<file path="src/rtl/mux_route_reg_pkg.sv">
// Shared definitions for mux_route_reg: index-width helper, slot states, counter width.
package mux_pkg;

  localparam int CNT_W = 8;

  typedef enum logic {
    EMPTY = 1'b0,
    FULL  = 1'b1
  } slot_state_e;

  // ceil(log2(n)) but never below 1, so a select port always has at least one bit.
  function automatic int clog2(input int n);
    int w;
    w = 1;
    while ((1 << w) < n) w++;
    return w;
  endfunction

endpackage

</file>
<file path="src/rtl/mux_out_slot.sv">
// Single-entry output holding register with valid/ready handshake.
// With MUX_ROUTE_CNT_EN defined, also counts loads into this slot (wrapping).
module mux_out_slot
  import mux_pkg::*;
#(
  parameter int SIZE = 4
) (
  input  logic             clk_i,
  input  logic             rst_n_i,
  input  logic             load_i,
  input  logic [SIZE-1:0]  data_i,
  input  logic             out_ready_i,
  output logic [SIZE-1:0]  data_o,
  output logic             valid_o,
  output logic             ready_o
`ifdef MUX_ROUTE_CNT_EN
  ,
  output logic [CNT_W-1:0] cnt_o
`endif
);

  slot_state_e     state_q, state_d;
  logic [SIZE-1:0] data_q;

  always_ff @(posedge clk_i or negedge rst_n_i) begin
    if (!rst_n_i) state_q <= EMPTY;
    else          state_q <= state_d;
  end

  // A load wins over a consume, so a same-cycle consume+load keeps the slot full.
  always_comb begin
    state_d = state_q;
    if (load_i)           state_d = FULL;
    else if (out_ready_i) state_d = EMPTY;
  end

  // Data is held across EMPTY so displays never blank.
  always_ff @(posedge clk_i or negedge rst_n_i) begin
    if (!rst_n_i)    data_q <= '0;
    else if (load_i) data_q <= data_i;
  end

  assign data_o  = data_q;
  assign valid_o = (state_q == FULL);
  assign ready_o = (state_q == EMPTY) | out_ready_i;

`ifdef MUX_ROUTE_CNT_EN
  logic [CNT_W-1:0] cnt_q;

  always_ff @(posedge clk_i or negedge rst_n_i) begin
    if (!rst_n_i)    cnt_q <= '0;
    else if (load_i) cnt_q <= cnt_q + 1'b1;
  end

  assign cnt_o = cnt_q;
`endif

endmodule

</file>
<file path="src/rtl/mux_route_reg.sv">
// Registered N_IN -> N_OUT router: source mux, destination decode, ready mux, drop pulse.
// Optional per-slot transfer counters on cnt_ when MUX_ROUTE_CNT_EN is defined.
module mux_route_reg
  import mux_pkg::*;
#(
  parameter  int SIZE  = 4,
  parameter  int N_IN  = 2,
  parameter  int N_OUT = 2,
  localparam int SEL_W = clog2(N_IN),
  localparam int DST_W = clog2(N_OUT)
) (
  input  logic                    clk_,
  input  logic                    rst_n_,
  input  logic [N_IN*SIZE-1:0]    inp_,
  input  logic [SEL_W-1:0]        sel_,
  input  logic [DST_W-1:0]        dst_,
  input  logic                    valid_,
  output logic                    ready_,
  output logic [N_OUT*SIZE-1:0]   out_,
  output logic [N_OUT-1:0]        out_valid_,
  input  logic [N_OUT-1:0]        out_ready_,
  output logic                    drop_
`ifdef MUX_ROUTE_CNT_EN
  ,
  output logic [N_OUT*CNT_W-1:0]  cnt_
`endif
);

  logic [SIZE-1:0]              src_data;
  logic [N_OUT-1:0][SIZE-1:0]   slot_data;
  logic [N_OUT-1:0]             slot_vld, slot_rdy, slot_load;
  logic                         dst_ok, accept, drop_q;

  // Out-of-range sel_ yields all-zero data.
  always_comb begin
    src_data = '0;
    for (int k = 0; k < N_IN; k++)
      if (32'(sel_) == 32'(k)) src_data = inp_[k*SIZE +: SIZE];
  end

  assign dst_ok = (32'(dst_) < 32'(N_OUT));

  // Out-of-range dst_ is always ready; such requests are swallowed.
  always_comb begin
    ready_ = 1'b1;
    for (int j = 0; j < N_OUT; j++)
      if (32'(dst_) == 32'(j)) ready_ = slot_rdy[j];
  end

  assign accept = valid_ & ready_;

  always_ff @(posedge clk_ or negedge rst_n_) begin
    if (!rst_n_) drop_q <= 1'b0;
    else         drop_q <= accept & ~dst_ok;
  end

  assign drop_ = drop_q;

`ifdef MUX_ROUTE_CNT_EN
  logic [N_OUT-1:0][CNT_W-1:0] slot_cnt;
  assign cnt_ = slot_cnt;
`endif

  for (genvar j = 0; j < N_OUT; j++) begin : g_slot
    assign slot_load[j] = accept & (32'(dst_) == 32'(j));

    mux_out_slot #(.SIZE(SIZE)) u_slot (
      .clk_i       (clk_),
      .rst_n_i     (rst_n_),
      .load_i      (slot_load[j]),
      .data_i      (src_data),
      .out_ready_i (out_ready_[j]),
      .data_o      (slot_data[j]),
      .valid_o     (slot_vld[j]),
      .ready_o     (slot_rdy[j])
`ifdef MUX_ROUTE_CNT_EN
      ,
      .cnt_o       (slot_cnt[j])
`endif
    );
  end

  assign out_       = slot_data;
  assign out_valid_ = slot_vld;

endmodule

</file>
<file path="config.mk">
export PLATFORM = sky130hd
export DESIGN_NAME = mux_route_reg
export DESIGN_NICKNAME = d
export VERILOG_FILES = /design/src/rtl/mux_route_reg_pkg.sv /design/src/rtl/mux_out_slot.sv /design/src/rtl/mux_route_reg.sv
export SDC_FILE = /design/constraint.sdc
export NUM_CORES = 1
export LEC_CHECK = 0
export BUFFER_PORTS_ARGS = -buffer_cell sky130_fd_sc_hd__buf_2
export CELL_PAD_IN_SITES_DETAIL_PLACEMENT = 1
export CELL_PAD_IN_SITES_GLOBAL_PLACEMENT = 1
export CORE_MARGIN = 8
export CORE_UTILIZATION = 28
export DETAILED_ROUTE_END_ITERATION = 16
export PLACE_DENSITY_LB_ADDON = 0.1
export SLEW_MARGIN = 20
export SYNTH_ARGS = -nofsm -noshare
export SYNTH_HDL_FRONTEND = slang
export SYNTH_SLANG_ARGS = --single-unit
</file>
<file path="constraint.sdc">
create_clock -name clk_ -period 1.28 [get_ports clk_]
set_clock_uncertainty 0.15 [all_clocks]
set_input_delay 0.384 -clock clk_ [delete_from_list [all_inputs] [get_ports clk_]]
set_output_delay 0.384 -clock clk_ [all_outputs]
set_load 0.1 [all_outputs]
</file>
==> flow_summary.ini, run 1 <==
[status]
status = finished, violations left
violations = setup timing

[power_and_ir_drop]
p_sw_mw = 0.757
ir_worst_vdd_mv = 1.18
leakagePower_nw = 0.492
power.density_mw_per_mm2 = 1720
p_seq_share_pct = 26.3
p_int_mw = 0.956
clkPwrFrac_pct = 17.3
swShare_pct = 44.2
combinationalPowerShare_pct = 56.5

[cts]
clock_path_buffers = 2
clk_pin_slew_ns = 0.07
clock_sink_count = 10
cts_root_buf = clkbuf_4
h-tree-depth = 1
cts_buffers = 3
clock_latency_ns = 0.28
tritoncts = done

[timing]
fmax_mhz = 582
hold_violations = 0
min_period_ns = 1.72
setup_viol = 19
finalCritPeriodShare_pct = 134
drv_slew = 0
rsz0062_at_grt = yes
setup_ws_ns = -0.437

[global_route]
grt_pass1_vias = 508
grt_max_degree = 11
grt_overflow = 0
grt_usage_pct = 10.2
antenna_found_initial = 0
grt_pass1_wl_mm = 2.46

[detailed_routing]
vias = 420
first_pass_iters = 1
drt_iter0_drc = 0
wirelength_mm = 1.53
drc_errors = 0
ant_nets = 0
wl_per_cell_um = 16.6
routed_via_density = 4.57

[layout]
nNetsFinal = 91
drive_above_1_share_pct = 90.7
mostFrequentLayoutCells = 14 x buf_2, 11 x buf_12, 9 x mux2_4
multi_input_area_um2 = 259
area_growth_pct = 102
fin_cells = 92
n_antenna_cell = 0
ff_latch_area_um2 = 260
mostFrequentLayoutCell = buf_2
post-route-util_pct = 59.0
fill_cells = 174

[floorplan]
die_x_um = 58.0
start_util_pct = 29.3
io_pins = 27
fp.dieH_um = 58.0
die_area_mm2 = 0.00337
rows = 15
core_area_mm2 = 0.00169

[synth]
synth_area_per_cell_um2 = 14.1
synth_cell_types = 12
ys_seq_area_share_pct = 50.6
ys_warn_count = 0
ys_seq_elements = 10
syn_nets = 50
synth_area_um2 = 494
synthCells = 35

[worst_hold_path]
hold_path_class = in -> reg

[critical_path]
cp.arrival_ns = 1.18
setup.worst_path.end_class = output port
worst-setup-path-type = reg -> out
cp.required_ns = 0.75
crit_path_start_kind = register
cp_max_fo = 2

[placement]
dpl.hpwl_mm = 1.08
post-place-cells = 81
place.gp.congestion = 0.605
port_buffers = 25

[run]
max_cap_violations = 0
==> metrics by stage <==
stage / hold WS [ns] / setup WS [ns] / area [um2] / TNS [ns] / power, mW
final: 0.295 / -0.437 / 997 / -3.83 / 1.71
after global routing: 0.321 / -0.483 / 997 / -4.49 / 1.77
after CTS: 0.296 / -0.442 / 1000 / -4.28 / 1.73
after detailed placement: 0.110 / -0.427 / 857 / -2.53 / 1.35
after global placement: 0.103 / -0.404 / 857 / -2.43 / 1.35
after floorplan: -0.0616 / -0.164 / 531 / -0.536 / 1.00
==> cell usage after synthesis <==
cell      number  area, um2
nor2b_4        1       13.8
dfrtp_1       10        250
nand2_1        1       3.75
inv_1          1       3.75
conb_1         1       3.75
nor3b_4        1       18.8
o21ai_0        1       5.00
nand2b_4       1       13.8
mux2_2        13        146
nand2b_1       1       6.26
buf_4          3       22.5
nand2_2        1       6.26
==> state kept, by name (all words and copies together) (netlist names) <==
signal and flops:
g_slot.u_slot.data_o 8, g_slot.u_slot.valid_o 2
==> cells by family (layout without fill, tap and decap cells) <==
kind of cell           after synthesis  in the layout  share of synthesized area, %
multiplexers                        13             13                          29.6
flip-flops                          10             10                          50.6
AND/OR/NAND/NOR                      6              6                          12.7
buffers and inverters                4             44                          5.32
other                                1              1                         0.759
AO/OA/AOI/OAI                        1              1                          1.01
==> routing by layer <==
layer / GRT usage [%] / vias up / share of wire (%)
met2: 16.9 / 15 / 52
met1: 9.49 / 208 / 38
met5: 0 / - / 0
met4: 6.64 / 0 / 2.6
met3: 5.52 / 4 / 6.9
li1: - / 193 / -
==> power groups by stage <==
stage                     clock network, mW  logic [mW]  registers [mW]
after detailed placement                  0       0.898           0.456
final                                 0.296       0.967           0.450
after CTS                             0.303       0.976           0.450
after global placement                    0       0.892           0.458
after global routing                  0.317       0.997           0.455
after floorplan                           0       0.193           0.809
==> path summary, 6_finish.rpt <==
path	start	endpoint	slack, ns	cells past startpoint
max	g_slot[0].u_slot.valid_o	ready_	-0.44	3
min	valid_	g_slot[0].u_slot.valid_o	0.29	3
max reg2reg	g_slot[0].u_slot.valid_o	g_slot[0].u_slot.data_o[3]	-0.34	7
min reg2reg	g_slot[1].u_slot.data_o[0]	g_slot[1].u_slot.data_o[0]	0.41	1
max in group asynchronous	rst_n_	g_slot[1].u_slot.data_o[3]	0.41	2
min in group asynchronous	rst_n_	g_slot[0].u_slot.data_o[0]	0.35	2
==> area by class of cell <==
type                       instances  area share (%)
clock buffer                       4            3.64
inverter                           1           0.376
multi-input combinational         21            26.0
sequential                        10            26.1
tap                               17            2.13
timing repair buffer              39            41.8
==> worst max-delay path, cell delays in order (launching register included) <==
cell and delay, ns:
dfrtp_1 0.39, nand2b_4 0.06, mux2_4 0.28, buf_12 0.17
==> what timing repair did <==
action | 4_1_cts | 5_1_grt
setup endpoints to repair | 19 | 19
hold buffers | 1 | 0
setup buffers | 8 | 2
gates resized for setup | 13 | 3
hold endpoints to repair | 10 | 0
Power figures use the tool's default switching activity.
==> inputs of run 2 (changes only) <==
Settings changed: CORE_MARGIN 8 to default.
==> run 2 against run 1 <==
Non-clock buffer count stayed put. The run still ends with setup timing left. Maximum frequency increased by 0.98%. Highest routed layer is now met3. Clock-buffer cell count unchanged. Utilization is 3.9 points higher. Via count is 2.1% lower.
==> flow_summary.ini, run 2 (synthesized netlist as in run 1, its figures left out) <==
[global_route]
grt_overflow = 0
grt_pass1_vias = 441
antenna_found_initial = 0
grt_pass1_wl_mm = 2.04
grt_max_degree = 11
grt_usage_pct = 14.9

[layout]
post-route-util_pct = 62.9
mostFrequentLayoutCells = 14 x buf_2, 11 x buf_12, 9 x mux2_4, 9 x buf_4, 8 x dfrtp_2
area_growth_pct = 101
largest_register_ff_count = 8
nNetsFinal = 91
finish.instance_area_um2 = 992
mostFrequentLayoutCell = buf_2
drive_above_1_share_pct = 90.7
fill_cells = 155
n_antenna_cell = 0

[timing]
finalCritPeriodShare_pct = 133
fmax_mhz = 588
rsz0062_at_grt = yes
min_period_ns = 1.70
setup_viol = 19
drv_slew = 0
hold_violations = 0
setup_ws_ns = -0.421

[critical_path]
cp_slowest_stage_delay_ns = 0.39
worst-setup-path-type = reg -> out
setup.worst_path.end_class = output port
crit_path_start_kind = register
crit_slowest_cell = dfrtp_1
r2r_slack_ns = -0.38
cp.arrival_ns = 1.17
cp_max_fo = 2
cp.required_ns = 0.75
crit_chain = nand2b_4 > mux2_4 > buf_12

[placement]
place.gp.congestion = 0.679
dpl.hpwl_um = 900
place_area_um2 = 848
dpl_worst_slack_ns = -0.408
port_buffers = 25

[cts]
clock_latency_ns = 0.27
h-tree-depth = 1
clock_path_buffers = 2
clock_sink_count = 10
tritoncts = done
cts_buffers = 3
clk_pin_slew_ns = 0.07
cts_root_buf = clkbuf_4

[detailed_routing]
drt_iter0_drc = 5
routed_via_density = 4.52
wirelength_mm = 1.26
drc_errors = 0
vias = 411
ant_nets = 0
wl_met2_um = 686
wl_per_cell_um = 13.8
first_pass_iters = 5
wl_met3_um = 61
dr.max_layer_used = met3
wl_met1_um = 511

[floorplan]
fp.dieH_um = 44.0
core_area_mm2 = 0.00158
io_pins = 27
die_area_mm2 = 0.00194
start_util_pct = 31.3
rows = 14
die_x_um = 44.0

[power_and_ir_drop]
power.density_mw_per_mm2 = 1730
ir_worst_vdd_mv = 1.07
total_power_mw = 1.72
leakagePower_nw = 0.491

[status]
status = finished, violations left
violations = setup timing

[worst_hold_path]
hold_path_class = in -> reg

[run]
max_cap_violations = 0
## run 2: worst paths after layout
check,start,to,cells past startpoint
hold reg to reg,g_slot[1].u_slot.data_o[0],g_slot[1].u_slot.data_o[0],1
min in group asynchronous,rst_n_,g_slot[1].u_slot.valid_o,2
max in group asynchronous,rst_n_,g_slot[1].u_slot.data_o[0],2
setup / recovery,g_slot[0].u_slot.valid_o,ready_,3
setup reg to reg,g_slot[0].u_slot.valid_o,g_slot[0].u_slot.data_o[1],6
hold / removal,valid_,g_slot[0].u_slot.valid_o,3
## run 2: what timing repair did
action | in CTS | in global routing
gates resized for setup | 10 | 2
endpoints found under the setup margin | 19 | 19
hold buffers | 1 | 0
setup buffers | 3 | 4
hold endpoints to repair | 10 | 0
## run 2: power breakdown
| group | switching, mW | internal (mW) | leakage (nW) |
|---|---|---|---|
| combinational | 0.568 | 0.407 | 0.360 |
| sequential | 0.0651 | 0.385 | 0.110 |
| clock | 0.119 | 0.173 | 0.0210 |
## run 2: stage by stage
| stage | cells | hold slack, ns | TNS (ns) |
|---|---|---|---|
| after detailed placement | 79 | 0.109 | -2.48 |
| after global placement | 79 | 0.110 | -2.41 |
| final | 91 | 0.295 | -4.12 |
| after global routing | 91 | 0.296 | -4.96 |
| after floorplan | 35 | -0.0616 | -0.536 |
| after CTS | 87 | 0.284 | -3.62 |
## run 2: critical path, delay by kind of cell (launching register included)
| family | cells | cell delay (ns) |
|---|---|---|
| buffers and inverters | 1 | 0.17 |
| DFF | 1 | 0.39 |
| muxes | 1 | 0.28 |
| and+or+nand+nor | 1 | 0.06 |
## run 2: routing by layer
| metal | up-vias | global-route usage [%] |
|---|---|---|
| met3 | 0 | 4.90 |
| li1 | 195 | - |
| met4 | 0 | 5.45 |
| met5 | - | 0 |
| met2 | 18 | 23.2 |
| met1 | 198 | 19.2 |
## run 2: cell type report
class                      instances  area, um2  share of cell area (%)
inverter                           1       3.75                   0.378
multi-input combinational         21        259                    26.1
clock buffer                       4       36.3                    3.66
sequential                        10        260                    26.2
tap                               16       20.0                    2.02
timing repair buffer              39        413                    41.6
